[config.mk]
export PLATFORM = sky130hd
export DESIGN_NAME = div_sel_sequencer
export DESIGN_NICKNAME = d
export VERILOG_FILES = /design/src/rtl/div_sel_sequencer.sv
export SDC_FILE = /design/constraint.sdc
export NUM_CORES = 1
export LEC_CHECK = 0
export ABC_AREA = 1
export CORE_MARGIN = 8
export CORE_UTILIZATION = 45
export DETAILED_ROUTE_END_ITERATION = 8
export PLACE_DENSITY = 0.78
export SLEW_MARGIN = 20
export SYNTH_ARGS = -nofsm -noshare
export SYNTH_HDL_FRONTEND = slang
export SYNTH_SLANG_ARGS = --single-unit
[constraint.sdc]
create_clock -name clk -period 2.35 [get_ports clk]
set_input_delay 0.47 -clock clk [delete_from_list [all_inputs] [get_ports clk]]
set_output_delay 0.47 -clock clk [all_outputs]
set_load 0.005 [all_outputs]
[src/rtl/div_sel_sequencer.sv]
// Arbitrates two requesters for the clock-divider select and ramps sel_out one
// position at a time, stepping only after a low phase of div_clk has been seen.
module div_sel_sequencer #(
  parameter int SEL_W     = 5,
  parameter int MAX_SEL   = 24,
  parameter int RESET_SEL = 9,
  parameter int SETTLE    = 4
) (
  input  logic             clk,
  input  logic             rst,
  input  logic             req_a,
  input  logic [SEL_W-1:0] sel_a,
  input  logic             req_b,
  input  logic [SEL_W-1:0] sel_b,
  input  logic             div_clk,
  output logic [SEL_W-1:0] sel_out,
  output logic             busy,
  output logic             done_a,
  output logic             done_b
);

  localparam int CNT_W = (SETTLE > 1) ? $clog2(SETTLE) : 1;

  typedef enum logic [2:0] {
    S_IDLE,
    S_ALIGN,
    S_STEP,
    S_SETTLE,
    S_DONE
  } state_t;

  state_t             state, state_next;
  logic               pend_a, pend_b;
  logic [SEL_W-1:0]   tgt_a, tgt_b, cur_tgt;
  logic               last_b;   // 1 = B was granted last
  logic               owner_b;  // requester of the operation in flight
  logic [CNT_W-1:0]   cnt;
  logic               grant_a, grant_b, step, at_tgt;

  function automatic logic [SEL_W-1:0] clamp(input logic [SEL_W-1:0] v);
    return (v > SEL_W'(MAX_SEL)) ? SEL_W'(MAX_SEL) : v;
  endfunction

  // NOTE: every signal written here gets a default first, so no path can infer a latch.
  always_comb begin
    state_next = state;
    grant_a    = 1'b0;
    grant_b    = 1'b0;
    step       = 1'b0;
    at_tgt     = (sel_out == cur_tgt);
    case (state)
      S_IDLE: begin
        if (pend_a && (!pend_b || last_b)) grant_a = 1'b1;
        else if (pend_b)                   grant_b = 1'b1;
        if (grant_a || grant_b) state_next = S_ALIGN;
      end
      S_ALIGN:  if (!div_clk) state_next = S_STEP;
      S_STEP: begin
        if (at_tgt) state_next = S_DONE;
        else begin
          step       = 1'b1;
          state_next = S_SETTLE;
        end
      end
      S_SETTLE: if (cnt == '0) state_next = S_ALIGN;
      S_DONE:   state_next = S_IDLE;
      default:  state_next = S_IDLE;
    endcase
  end

  // NOTE: all state uses non-blocking assignments so every register sees pre-edge values.
  always_ff @(posedge clk) begin
    if (rst) begin
      state   <= S_IDLE;
      sel_out <= SEL_W'(RESET_SEL);
      pend_a  <= 1'b0;
      pend_b  <= 1'b0;
      tgt_a   <= '0;
      tgt_b   <= '0;
      cur_tgt <= SEL_W'(RESET_SEL);
      last_b  <= 1'b1;
      owner_b <= 1'b0;
      cnt     <= '0;
      busy    <= 1'b0;
      done_a  <= 1'b0;
      done_b  <= 1'b0;
    end else begin
      state <= state_next;
      busy  <= (state_next != S_IDLE);

      // A new request in the grant cycle re-arms the pending flag.
      pend_a <= req_a | (pend_a & ~grant_a);
      pend_b <= req_b | (pend_b & ~grant_b);
      if (req_a) tgt_a <= clamp(sel_a);
      if (req_b) tgt_b <= clamp(sel_b);

      if (grant_a) begin
        cur_tgt <= tgt_a;
        last_b  <= 1'b0;
        owner_b <= 1'b0;
      end else if (grant_b) begin
        cur_tgt <= tgt_b;
        last_b  <= 1'b1;
        owner_b <= 1'b1;
      end

      if (step) begin
        sel_out <= (sel_out < cur_tgt) ? sel_out + 1'b1 : sel_out - 1'b1;
        cnt     <= CNT_W'(SETTLE - 1);
      end else if (state == S_SETTLE && cnt != '0) begin
        cnt <= cnt - 1'b1;
      end

      done_a <= (state == S_STEP) && at_tgt && !owner_b;
      done_b <= (state == S_STEP) && at_tgt &&  owner_b;
    end
  end

endmodule

-- Word-level counts from Yosys, hierarchy flattened
Index checks and enable logic that the tools add are counted.
- equal/unequal tests: 4
- reduce and logical (&&, ||, !) cells: 16
- bitwise gates (word level): 6
- mux-type cells: 23
- $add $sub $neg: 3
- order comparisons: 3
- operators by type and width (operator ; count):
    2-to-1 mux 5 bit ; 5
    2-to-1 mux 3 bit ; 4
    case mux 3 bit (4 select lines) ; 1
    2-to-1 mux 1 bit ; 11
    > comparator 5 bit (second input constant) ; 2
    == test 3 x 2 -> 1 bit (second input constant) ; 2
    nonzero test 2 bit ; 3
    adder 5 x 1 -> 5 bit (second input constant) ; 1
    == test 5 bit ; 1
    logical AND 1 bit ; 5
    less-than comparator 5 bit ; 1
    subtractor 5 x 1 -> 5 bit (second input constant) ; 1
    2-to-1 mux 2 bit ; 2
    == test 3 x 1 -> 1 bit (second input constant) ; 1
    zero test 3 bit ; 1
    nonzero test 3 bit ; 1
    AND 1 bit ; 2
    zero test 1 bit ; 2
    zero test 2 bit ; 1
    logical OR 1 bit ; 2
    NOT 1 bit ; 2
    OR 1 bit ; 2
    OR reduction 2 bit ; 1
    subtractor 2 x 1 -> 2 bit (second input constant) ; 1
- flip-flop bits (word level): 32
- logic and storage cells: 68

-- Depth between registers and ports, before layout
Gate-level depths: netlist of the first run.
- word-level depth: 9
- mapped depth: 16
- mapped depth without buffers: 16

-- Least setup slack after synthesis of the first run
Ideal clock, no wire load.
- kind: register -> register
- from: register sel_out[4]
- to: register sel_out[4]
- data required time: 2.240 ns
- library setup time: 0.110 ns
- stages on the path, launching flop included: 13
- setup slack: 0.286 ns
- data arrival time: 1.954 ns
- clock period less this slack: 2.064 ns
- cell sequence: dfxtp_1 > ha_1 > nand2_1 > inv_1 > a21oi_1 > nand2_1 > fa_1 > a21oi_1 > nand3_1 > nand3_1 > nand2_1 > inv_1 > nor2_1
- word-level cells in the longest chain between the ends: 3
- elaborated cells on any way between the ends: 7
- those cells by class: 2 x add/sub; 1 x order compare; 1 x eq/ne; 3 x mux
- ends and longest elaborated chain (what ; line ; source):
    start: declaration ; 16 ; output logic [SEL_W-1:0] sel_out,
    start signal: assignment ; 75 ; sel_out <= SEL_W'(RESET_SEL);
    start signal: assignment ; 108 ; sel_out <= (sel_out < cur_tgt) ? sel_out + 1'b1 : sel_out - 1'b1;
    branches (longest 3 deep; another with subtractor 5 x 1 -> 5 bit) ; -- ;
Parallel ways; which one is timed is not known.
A chain may end at the register's enable or synchronous reset.

-- Final worst setup path of the first run
Same ends and word-level chain as after synthesis.

==> results.py, run 1 <==
metrics = {
    "outcome": {
        "status": "finished, final reports clean",
    },
    "pwr": {
        "peakVddDrop_mv": 0.3569,
        "power_frac_comb": 0.416,
        "powerDensity_nw_per_um2": 810.6,
        "pwr-share-seq": 0.403,
        "swShare": 0.3686,
        "p_leak_nw": 0.9195,
        "internal_power_mw": 1.005,
        "power.switching_uw": 587.0,
        "clockPowerShare": 0.180,
    },
    "setup_path": {
        "cp-end-kind": "flip-flop",
        "path_class": "reg2reg",
        "cp.arrival_ps": 2430,
        "crit_chain": "ha_1, nand2_1, inv_1, a21oi_2, nand2_2, fa_2, a21oi_2, inv_1, nand2_1, nand3_1, nand2_1, inv_1, nor2_1",
        "worstPathRequired_ps": 2630,
        "critPathMaxFanout": 5,
        "slowest_stage": "fa_2",
        "r2r.worst_path.cells": 13,
        "reg2reg_slack_ps": 200,
        "start_kind": "flip-flop",
        "r2r_end": "sel_out[4]",
        "r2r_start": "sel_out[4]",
        "slowest_delay_ps": 390,
    },
    "cells_and_area": {
        "fin_area_um2": 1964,
        "stdcell_count": 286,
        "syn2layout_area_growth_pct": 23.33,
        "drive_above_1_share": 0.1625,
        "nets": 265,
        "postLayoutCoreUtil": 0.5841,
        "diodes": 0,
    },
    "synthesis": {
        "syn-num-nets": 236,
        "synth.yosys.seq_area_share": 0.4022,
        "async_flop_share": 0,
        "yosysTopAreaCell": "dfxtp_1",
        "synthCells": 211,
        "ys_types": 27,
        "yosys-top-cells-count": "inv_1, nand2_1, dfxtp_1",
        "synth_area_um2": 1593,
        "synth_seq_cells": 32,
        "synth_top_area_share": 0.4022,
        "synthTopCellsByArea": "dfxtp_1, inv_1, nand2_1, ha_1, a21oi_1",
        "synth_flop_cell": "dfxtp_1",
        "avgSynthCellArea_um2": 7.549,
        "synth.most_common_cell": "inv_1",
        "synth_edf_count": 0,
        "yosys_warnings": 0,
    },
    "clocking": {
        "cts_max_path_buffers": 2,
        "cts_max_level": 2,
        "cts_tree": "done",
        "clk_latency_ps": 330,
        "clk_pin_slew_worst_paths_ps": 90,
        "clock-sinks": 32,
        "cts-root-buf": "clkbuf_4",
        "cts_buffers": 5,
    },
    "place": {
        "hpwlAfterDp_um": 2376,
        "postPlaceCellArea_um2": 1873,
        "port-buffer-count": 22,
        "dp_slack_ps": 131.9,
        "dp.cells": 279,
        "routabilityCongestion": 0.8293,
    },
    "flow_run": {
        "drv_cap": 0,
    },
    "floorplanning": {
        "fp-row-count": 21,
        "fp.coreArea_um2": 3363,
        "dieArea_um2": 5700,
        "die_h_um": 75.50,
        "chipWidth_um": 75.50,
        "initial_core_util": 0.4736,
        "ioPinCount": 23,
    },
    "global_routing": {
        "grt_usage": 0.1196,
        "grt_pass1_wl_um": 5168,
        "overflow": 0,
        "antenna_found_initial": 0,
        "grt_pass1_vias": 1290,
        "grt_start_max_net_pins": 15,
    },
    "drt": {
        "first_pass_iters": 4,
        "wl_um": 3068,
        "wl_per_cell_um": 10.73,
        "antenna_left": 0,
        "drc_errors": 0,
        "drt-initial-drc-count": 52,
        "via_per_inst": 4.759,
        "num_vias": 1361,
    },
    "min_path": {
        "hold_class": "reg2reg",
        "worst_hold_path.num_cells": 1,
        "worstHoldStart": "owner_b",
        "worstHoldEndpoint": "done_a",
    },
    "sta": {
        "slew_headroom": 0.7237,
        "min_period_ps": 2155,
        "rsz0062_at_grt": "no",
        "finClkSkew_ps": 5.808,
        "worst_slack_ps": 195.4,
        "max_freq_mhz": 464.1,
        "fin_crit_sh": 0.9168,
        "maxSlewViolCount": 0,
        "finalSetupViolCount": 0,
        "finalSetupTns_ps": 0,
        "tightestPinTransition_ps": 413.9,
        "timing.final.hold_violations": 0,
    },
}
[power by group through the flow]
stage / Combinational (mW) / Sequential [mW] / Clock [mW]
floorplan: 0.448 / 0.646 / 0
finish: 0.663 / 0.642 / 0.287
global route: 0.759 / 0.651 / 0.330
detailed placement: 0.582 / 0.652 / 0
CTS: 0.585 / 0.640 / 0.298
global placement: 0.569 / 0.651 / 0
[worst max-delay path by stage]
| stage | startpoint | endpoint | slack (ps) | cells after the start |
|---|---|---|---|---|
| final | sel_out[4] | sel_out[4] | 200 | 13 |
| after global routing | sel_out[4] | sel_out[4] | 10 | 13 |
| after CTS | sel_out[4] | sel_out[4] | 110 | 15 |
| after detailed placement | cur_tgt[4] | sel_out[4] | 130 | 15 |
| after global placement | sel_out[4] | sel_out[4] | 190 | 14 |
| after floorplan | sel_out[4] | sel_out[4] | 290 | 12 |
[worst max-delay path: cells and delay by family (launching register included)]
kind	cells	cell delay, ps
compound gates	2	320
buf+inv	3	140
flops	1	350
fa+ha+maj	2	700
simple gates	6	570
[final cells by class]
type | count | area, µm²
clock buffers | 6 | 41.29
clock inverters | 1 | 5.005
fillers | 332 | 1399
inverters | 40 | 155.1
multi-input cells | 136 | 819.5
flip-flops and latches | 32 | 643.1
well taps | 46 | 57.56
repair buffers | 25 | 242.7
[per-layer routing]
layer	track usage	wire length (µm)	vias to the layer above
met5	0	0	-
met4	0.08316	80	0
met3	0.03289	130	8
met2	0.1994	1487	26
met1	0.1287	1369	596
li1	-	-	731
[cell families (layout without fill, tap and decap cells)]
logic type                 after synthesis  in the layout  synth area share
xor gates and xnor gates                 1              1          0.005500
DFF                                     32             32            0.4022
buffers and inverters                   43             72            0.1100
adders and majority gates               10             10           0.08327
AOI/OAI and AO/OA                       48             48            0.1658
and+or+nand+nor                         77             77            0.2333
[state kept, by name, indices dropped and copies added (netlist names)]
signal	flops
tgt_b	5
tgt_a	5
state	3
done_a	1
cnt	2
done_b	1
pend_b	1
last_b	1
sel_out	5
cur_tgt	5
owner_b	1
pend_a	1
busy	1
[cell usage in the layout, fill, tap and decap left out]
master | synthesis | layout
nand4_1 | 1 | 1
o31ai_1 | 1 | 1
nand3_1 | 5 | 5
ha_4 | 0 | 2
a21oi_4 | 1 | 1
nand2_4 | 1 | 1
inv_1 | 35 | 35
dfxtp_1 | 32 | 30
o21ai_1 | 4 | 4
clkbuf_4 | 0 | 5
a21oi_2 | 0 | 2
fa_2 | 0 | 1
clkinv_2 | 0 | 1
o21ai_0 | 16 | 16
dfxtp_2 | 0 | 2
nand2_2 | 2 | 3
nor2_1 | 22 | 22
a21oi_1 | 20 | 18
clkbuf_1 | 0 | 1
or2_2 | 4 | 4
xnor2_1 | 1 | 1
nor2_4 | 2 | 3
o22ai_1 | 4 | 4
nor3_2 | 1 | 1
buf_4 | 2 | 3
nand2_1 | 33 | 32
inv_4 | 2 | 2
clkdlybuf4s50_1 | 0 | 22
nand3_2 | 4 | 4
ha_1 | 9 | 7
nor2_2 | 2 | 1
a211oi_1 | 2 | 2
inv_2 | 3 | 3
[stage by stage]
stage	power [mW]	hold slack [ps]
CTS	1.523	418.2
floorplan	1.094	392.5
global route	1.741	442.0
detailed placement	1.234	403.2
global placement	1.220	397.1
finish	1.592	418.9
[timing repair]
action / in CTS / in global routing
buffers inserted: 0 / 0
gates resized for setup: 0 / 9
hold buffers: 0 / 0
endpoints found under the setup margin: 0 / 2
No activity file was read; power rests on OpenSTA's default activity.
==> run 2, diff against run 1 <==
SKIP_CTS_REPAIR_TIMING = 1   (was not set)
==> results of run 2 <==
Same layout as run 1: the final DEF is identical, and so are final timing and power.
